### config.mk
export PLATFORM = sky130hd
export DESIGN_NAME = mfp_seven_segment_scanner_flat
export DESIGN_NICKNAME = d
export VERILOG_FILES = /design/src/rtl/mfp_seven_segment_scanner_if.sv /design/src/rtl/mfp_seven_segment_scanner.sv /design/src/flat_wrapper.sv
export SDC_FILE = /design/constraint.sdc
export NUM_CORES = 1
export LEC_CHECK = 0
export ABC_CLOCK_PERIOD_IN_PS = 3200
export BUFFER_PORTS_ARGS = -buffer_cell sky130_fd_sc_hd__clkbuf_2
export CELL_PAD_IN_SITES_DETAIL_PLACEMENT = 2
export CELL_PAD_IN_SITES_GLOBAL_PLACEMENT = 2
export CORE_MARGIN = 4
export CORE_UTILIZATION = 30
export CTS_CLUSTER_DIAMETER = 200
export DETAILED_ROUTE_END_ITERATION = 10
export PLACE_DENSITY_LB_ADDON = 0.1
export SETUP_SLACK_MARGIN = 0.2
export SLEW_MARGIN = 20
export SYNTH_ARGS = -nofsm -noshare
export SYNTH_HDL_FRONTEND = slang
export SYNTH_SLANG_ARGS = --single-unit
export TNS_END_PERCENT = 100
### constraint.sdc
create_clock -name clk -period 3.2 [get_ports clk]
set_input_delay 0.16 -clock clk [delete_from_list [all_inputs] [get_ports clk]]
set_output_delay 0.16 -clock clk [all_outputs]
set_load 0.02 [all_outputs]
### src/rtl/mfp_seven_segment_scanner_if.sv
// Host-side bus of the seven-segment scanner: digit/dp/enable write port,
// live brightness, and the registered display drive.
interface mfp_seven_segment_scanner_if #(
    parameter int unsigned DIGITS = 8
);
    logic [31:0]       wd;
    logic              we;
    logic [7:0]        dp_wd;
    logic [7:0]        en_wd;
    logic [3:0]        brightness;
    logic [6:0]        seg_n;
    logic              dp_n;
    logic [DIGITS-1:0] an_n;
    logic              frame_done;

    modport master (
        output wd, we, dp_wd, en_wd, brightness,
        input  seg_n, dp_n, an_n, frame_done
    );

    modport slave (
        input  wd, we, dp_wd, en_wd, brightness,
        output seg_n, dp_n, an_n, frame_done
    );
endinterface

### src/rtl/mfp_seven_segment_scanner.sv
// Multiplexed seven-segment scanner with PWM brightness per digit slot and
// frame-synchronous shadow update of the displayed digits.
module mfp_seven_segment_scanner #(
    parameter int unsigned DIGITS = 8,
    parameter int unsigned TICK   = 1024
) (
    input  logic                          clk,
    input  logic                          rst_n,
    mfp_seven_segment_scanner_if.slave    bus
);
    localparam int unsigned IDX_W = (DIGITS > 1) ? $clog2(DIGITS) : 1;
    localparam int unsigned NIB_W = 4 * DIGITS;
    localparam logic [15:0]      PRESC_LAST = 16'(TICK - 1);
    localparam logic [IDX_W-1:0] IDX_LAST   = IDX_W'(DIGITS - 1);

    // Scan counters
    logic [15:0]      presc_q, presc_d;
    logic [3:0]       phase_q, phase_d;
    logic [IDX_W-1:0] idx_q,   idx_d;

    // Write staging and frame-stable shadow copy
    logic                   pending_q,   pending_d;
    logic [DIGITS-1:0][3:0] stage_nib_q, stage_nib_d;
    logic [DIGITS-1:0]      stage_dp_q,  stage_dp_d;
    logic [DIGITS-1:0]      stage_en_q,  stage_en_d;
    logic [DIGITS-1:0][3:0] shadow_nib_q, shadow_nib_d;
    logic [DIGITS-1:0]      shadow_dp_q,  shadow_dp_d;
    logic [DIGITS-1:0]      shadow_en_q,  shadow_en_d;

    // Registered display drive
    logic [6:0]        seg_n_q, seg_n_d;
    logic              dp_n_q,  dp_n_d;
    logic [DIGITS-1:0] an_n_q,  an_n_d;
    logic              frame_done_q, frame_done_d;

    logic tick_c;
    logic wrap_c;
    logic lit_c;

    // Active-low {g,f,e,d,c,b,a} pattern for a hex digit
    function automatic logic [6:0] hex_seg(input logic [3:0] v);
        logic [6:0] s;
        case (v)
            4'h0: s = 7'b1000000;
            4'h1: s = 7'b1111001;
            4'h2: s = 7'b0100100;
            4'h3: s = 7'b0110000;
            4'h4: s = 7'b0011001;
            4'h5: s = 7'b0010010;
            4'h6: s = 7'b0000010;
            4'h7: s = 7'b1111000;
            4'h8: s = 7'b0000000;
            4'h9: s = 7'b0010000;
            4'hA: s = 7'b0001000;
            4'hB: s = 7'b0000011;
            4'hC: s = 7'b1000110;
            4'hD: s = 7'b0100001;
            4'hE: s = 7'b0000110;
            default: s = 7'b0001110;
        endcase
        return s;
    endfunction

    always_comb begin
        presc_d      = presc_q;
        phase_d      = phase_q;
        idx_d        = idx_q;
        pending_d    = pending_q;
        stage_nib_d  = stage_nib_q;
        stage_dp_d   = stage_dp_q;
        stage_en_d   = stage_en_q;
        shadow_nib_d = shadow_nib_q;
        shadow_dp_d  = shadow_dp_q;
        shadow_en_d  = shadow_en_q;
        seg_n_d      = 7'h7F;
        dp_n_d       = 1'b1;
        an_n_d       = '1;
        frame_done_d = 1'b0;
        tick_c       = (presc_q == PRESC_LAST);
        wrap_c       = 1'b0;
        lit_c        = 1'b0;

        // Prescaler -> phase -> digit index
        presc_d = tick_c ? 16'd0 : presc_q + 16'd1;
        if (tick_c) begin
            phase_d = phase_q + 4'd1;
            if (phase_q == 4'hF) begin
                idx_d  = (idx_q == IDX_LAST) ? '0 : idx_q + IDX_W'(1);
                wrap_c = (idx_q == IDX_LAST);
            end
        end
        frame_done_d = wrap_c;

        // Shadow swaps only at the frame boundary; a coincident write wins over staging
        if (frame_done_q) begin
            if (bus.we) begin
                shadow_nib_d = bus.wd[NIB_W-1:0];
                shadow_dp_d  = bus.dp_wd[DIGITS-1:0];
                shadow_en_d  = bus.en_wd[DIGITS-1:0];
            end else if (pending_q) begin
                shadow_nib_d = stage_nib_q;
                shadow_dp_d  = stage_dp_q;
                shadow_en_d  = stage_en_q;
            end
            pending_d = 1'b0;
        end else if (bus.we) begin
            stage_nib_d = bus.wd[NIB_W-1:0];
            stage_dp_d  = bus.dp_wd[DIGITS-1:0];
            stage_en_d  = bus.en_wd[DIGITS-1:0];
            pending_d   = 1'b1;
        end

        // Uses the post-swap shadow so the first cycle of a frame already shows new data
        lit_c = (phase_q < bus.brightness) && shadow_en_d[idx_q];
        if (lit_c) begin
            an_n_d[idx_q] = 1'b0;
            seg_n_d       = hex_seg(shadow_nib_d[idx_q]);
            dp_n_d        = ~shadow_dp_d[idx_q];
        end
    end

    always_ff @(posedge clk or negedge rst_n) begin
        if (!rst_n) begin
            presc_q      <= '0;
            phase_q      <= '0;
            idx_q        <= '0;
            pending_q    <= 1'b0;
            stage_nib_q  <= '0;
            stage_dp_q   <= '0;
            stage_en_q   <= '0;
            shadow_nib_q <= '0;
            shadow_dp_q  <= '0;
            shadow_en_q  <= '0;
            seg_n_q      <= 7'h7F;
            dp_n_q       <= 1'b1;
            an_n_q       <= '1;
            frame_done_q <= 1'b0;
        end else begin
            presc_q      <= presc_d;
            phase_q      <= phase_d;
            idx_q        <= idx_d;
            pending_q    <= pending_d;
            stage_nib_q  <= stage_nib_d;
            stage_dp_q   <= stage_dp_d;
            stage_en_q   <= stage_en_d;
            shadow_nib_q <= shadow_nib_d;
            shadow_dp_q  <= shadow_dp_d;
            shadow_en_q  <= shadow_en_d;
            seg_n_q      <= seg_n_d;
            dp_n_q       <= dp_n_d;
            an_n_q       <= an_n_d;
            frame_done_q <= frame_done_d;
        end
    end

    assign bus.seg_n      = seg_n_q;
    assign bus.dp_n       = dp_n_q;
    assign bus.an_n       = an_n_q;
    assign bus.frame_done = frame_done_q;
endmodule

### src/flat_wrapper.sv
// flat-port wrapper written by rule: the top's interface ports become plain ports
module mfp_seven_segment_scanner_flat 
#(
    parameter int unsigned DIGITS = 8,
    parameter int unsigned TICK   = 1024
)
  (clk, rst_n, bus_wd, bus_we, bus_dp_wd, bus_en_wd, bus_brightness, bus_seg_n, bus_dp_n, bus_an_n, bus_frame_done);
  mfp_seven_segment_scanner_if #(.DIGITS(DIGITS)) bus_i ();
  input  logic clk;
  input  logic rst_n;
  input wire logic [$bits(bus_i.wd)-1:0] bus_wd;
  input wire logic [$bits(bus_i.we)-1:0] bus_we;
  input wire logic [$bits(bus_i.dp_wd)-1:0] bus_dp_wd;
  input wire logic [$bits(bus_i.en_wd)-1:0] bus_en_wd;
  input wire logic [$bits(bus_i.brightness)-1:0] bus_brightness;
  output wire logic [$bits(bus_i.seg_n)-1:0] bus_seg_n;
  output wire logic [$bits(bus_i.dp_n)-1:0] bus_dp_n;
  output wire logic [$bits(bus_i.an_n)-1:0] bus_an_n;
  output wire logic [$bits(bus_i.frame_done)-1:0] bus_frame_done;
  assign bus_i.wd = bus_wd;
  assign bus_i.we = bus_we;
  assign bus_i.dp_wd = bus_dp_wd;
  assign bus_i.en_wd = bus_en_wd;
  assign bus_i.brightness = bus_brightness;
  assign bus_seg_n = bus_i.seg_n;
  assign bus_dp_n = bus_i.dp_n;
  assign bus_an_n = bus_i.an_n;
  assign bus_frame_done = bus_i.frame_done;
  mfp_seven_segment_scanner #(.DIGITS(DIGITS), .TICK(TICK)) u_core (.clk(clk), .rst_n(rst_n), .bus(bus_i));
endmodule
==> qor.yml <==
run_status: "finished, final reports clean"
hp-class: "primary input to register"
via_count: 4635
worst_pin_slew_ps: 917
grt_max_degree: 112
first_global_vias: 5378
drc_errors: 0
portBuffers: 71
syn_nets: 593
h-tree-depth: 4
gr-total-overflow: 0
rows: 52
synth_warnings: 0
cts_root_buf: "clkbuf_16"
finClkSkew_ps: 13.0
worstSetupStartpointType: "register"
total_power_uw: 4280
ys_ff_latch: 137
slew_headroom_pct: 38.9
fp.dieH_um: 152
critical_path_class: "register to register"
slowest_stage: "mux4_2"
cts_sinks: 137
seqCellArea_um2: 3450
utilization_pct: 39.4
ios: 72
clock_path_buffers: 2
drive_gt1_share_pct: 33.2
antennaDiodeCount: 0
synth_enable_flop_cells: 0
ant_nets: 0
drt_iter0_markers: 172
postSynthAreaPerCell_um2: 11.9
syn2layout_area_growth_pct: 28.2
insertion_delay_ps: 430
power_density_nw_per_um2: 533
first_pass_iters: 5
start_util_pct: 30.8
post_dp_cell_area_um2: 6960
finalSetupViolations: 0
whs_ps: 21.7
antenna_found_initial: 0
ir_worst_vdd_mv: 0.340
post-route-min-period_ps: 2820
fin_area_um2: 8030
synthArstFlopShare_pct: 100
postSynthCellCount: 525
rsz0062_at_grt: "no"
nets: 712
path_cells: "buf_4 -> nand2b_2 -> o22ai_1 -> a21oi_1 -> mux4_2 -> o21bai_4 -> inv_1 -> ha_1 -> mux2_4 -> mux2i_1 -> nand2_1"
finalSetupTns_ps: 0
synth_cell_type_count: 52
yosysSeqAreaShare_pct: 55.1
track_usage_pct: 16.1
arrival_ps: 3150
critPathTopFamily: "multiplexers"
synth_top_flop_cell: "dfrtp_1"
fmax_mhz: 355
nFillCells: 2119
critPathMaxFanout: 14
path_clk_slew_ps: 60
coreArea_um2: 20400
cts_tree: "yes"
hpwl_um: 12300
worst_setup_path_end_kind: "register"
cts_buffers: 17
wl_um: 17900
crit_required_ps: 3530
place_congestion: 0.736
dieArea_um2: 23300
max_stage_delay_ps: 550
finalHoldViolations: 0
routedWlPerCell_um: 19.3
crit_cells: 11
hold_depth: 2
grt_pass1_wl_um: 29600
critPathBufInv: 2
multi_input_area_um2: 2600
worstRegToRegCells: 11
drv_cap: 0
report.final.slew_viol_count: 0
die_w_um: 152
syn_area_um2: 6260
viasPerCell: 5.00
leakage_uw: 0.00359
period_share_pct: 88.1
-- registers in the layout (all words and copies together), names as in the netlist --
name / flops
u_core.shadow_nib_q: 32
u_core.stage_nib_q: 32
u_core.presc_q: 16
u_core.bus.an_n: 8
u_core.shadow_dp_q: 8
u_core.shadow_en_q: 8
u_core.stage_dp_q: 8
u_core.stage_en_q: 8
u_core.bus.seg_n: 7
u_core.phase_q: 4
u_core.idx_q: 3
u_core.bus.dp_n: 1
u_core.bus.frame_done: 1
u_core.pending_q: 1
-- cell families after synthesis --
family                   Yosys count  synth area share (%)
flip-flops                       137                  55.1
AND/OR/NAND/NOR                  133                  11.2
AO/OA/AOI/OAI                    116                  12.8
multiplexers                      63                  12.4
buffers and inverters             47                  3.72
XOR/XNOR                          16                  2.24
adder cells (fa/ha/maj)           13                  2.60
-- cell usage after synthesis (2+ instances only) --
| cell | n | area share (%) |
|---|---|---|
| a211oi_1 | 2 | 0.24 |
| a21o_1 | 6 | 0.72 |
| a21oi_1 | 36 | 2.9 |
| a222oi_1 | 2 | 0.32 |
| a22o_1 | 6 | 0.84 |
| a22oi_1 | 5 | 0.60 |
| and2_1 | 4 | 0.40 |
| and3_1 | 3 | 0.30 |
| and4_1 | 2 | 0.28 |
| buf_1 | 5 | 0.30 |
| buf_2 | 15 | 1.2 |
| buf_4 | 2 | 0.24 |
| buf_6 | 4 | 0.72 |
| clkbuf_1 | 6 | 0.36 |
| dfrtp_1 | 121 | 48 |
| dfstp_2 | 16 | 6.7 |
| ha_1 | 13 | 2.6 |
| inv_1 | 14 | 0.84 |
| mux2_2 | 51 | 9.2 |
| mux2i_1 | 5 | 0.80 |
| mux4_2 | 6 | 2.2 |
| nand2_1 | 19 | 1.1 |
| nand2b_1 | 4 | 0.40 |
| nand3_1 | 14 | 1.1 |
| nand4_1 | 8 | 0.80 |
| nand4bb_1 | 10 | 1.8 |
| nor2_1 | 53 | 3.2 |
| nor2b_1 | 3 | 0.30 |
| nor3_1 | 8 | 0.64 |
| o211ai_1 | 5 | 0.60 |
| o221a_1 | 2 | 0.36 |
| o221a_2 | 7 | 1.3 |
| o22ai_1 | 35 | 3.5 |
| xnor2_1 | 10 | 1.4 |
| xor2_1 | 6 | 0.84 |
-- power by group --
part	internal [uW]	total [uW]	switching (uW)
combinational	142	274	132
clock	1410	2180	773
sequential	1790	1830	31.2
-- what timing repair did --
action | 4_1_cts | 5_1_grt
setup buffers | 3 | 0
hold endpoints to repair | 130 | 1
resized for setup | 1 | 2
gates cloned | 0 | 0
setup endpoints to repair | 1 | 9
pin swaps | 1 | 1
hold buffers | 37 | 1
-- cell type report --
cell class / instances / area share, %
timing repair buffer: 132 / 11.6
tap: 270 / 4.21
clock buffer: 22 / 6.15
clock inverter: 10 / 2.04
sequential: 137 / 42.9
multi-input combinational: 341 / 32.4
inverter: 15 / 0.701
-- layout by cell type, fill, tap and decap left out, drive strengths merged, types with 10 or more instances in the layout --
cell / count
dfstp: 16
dlygate4sd3: 38
nor2: 53
o221a: 10
ha: 13
xnor2: 10
o22ai: 35
mux2: 52
buf: 23
nand3: 14
inv: 15
dfrtp: 121
clkbuf: 93
a21oi: 37
nand4bb: 10
nand2: 20
-- stage by stage --
step / cells / setup WS, ps
3_5_place_dp: 854 / 164
6_report: 927 / 380
4_1_cts: 926 / 240
3_3_place_gp: 854 / 271
2_1_floorplan: 525 / 530
5_1_grt: 927 / 207
-- worst register-to-register path: cells and delay by family, from the launching register on --
kind	cells	cell delay [ps]
AOI/OAI and AO/OA	3	560
DFF	1	360
muxes	3	970
and+or+nand+nor	2	230
buffers and inverters	2	330
adders and majority gates	1	270
-- final timing paths --
| check | start | end | slack (ps) |
|---|---|---|---|
| worst max-delay path | u_core.pending_q$_DFFE_PN0P_ | u_core.bus.seg_n[3]$_DFF_PN1_ | 380 |
| worst min-delay path | bus_wd[31] | u_core.stage_nib_q[31]$_DFFE_PN0P_ | 20 |
| worst max register to register | u_core.pending_q$_DFFE_PN0P_ | u_core.bus.seg_n[3]$_DFF_PN1_ | 380 |
| worst min register to register | u_core.presc_q[0]$_DFF_PN0_ | u_core.presc_q[0]$_DFF_PN0_ | 480 |
| max in group asynchronous | rst_n | u_core.bus.an_n[6]$_DFF_PN1_ | 1890 |
| min in group asynchronous | rst_n | u_core.stage_dp_q[4]$_DFFE_PN0P_ | 410 |
-- routing by layer --
metal / share of wire [%] / track usage (%) / vias to the layer above
met5: 0 / 0 / -
met2: 51 / 27.6 / 72
li1: - / - / 2155
met3: 3.4 / 3.81 / 13
met1: 44 / 20.2 / 2395
met4: 1.1 / 4.71 / 0
No activity file was read; power rests on OpenSTA's default activity.
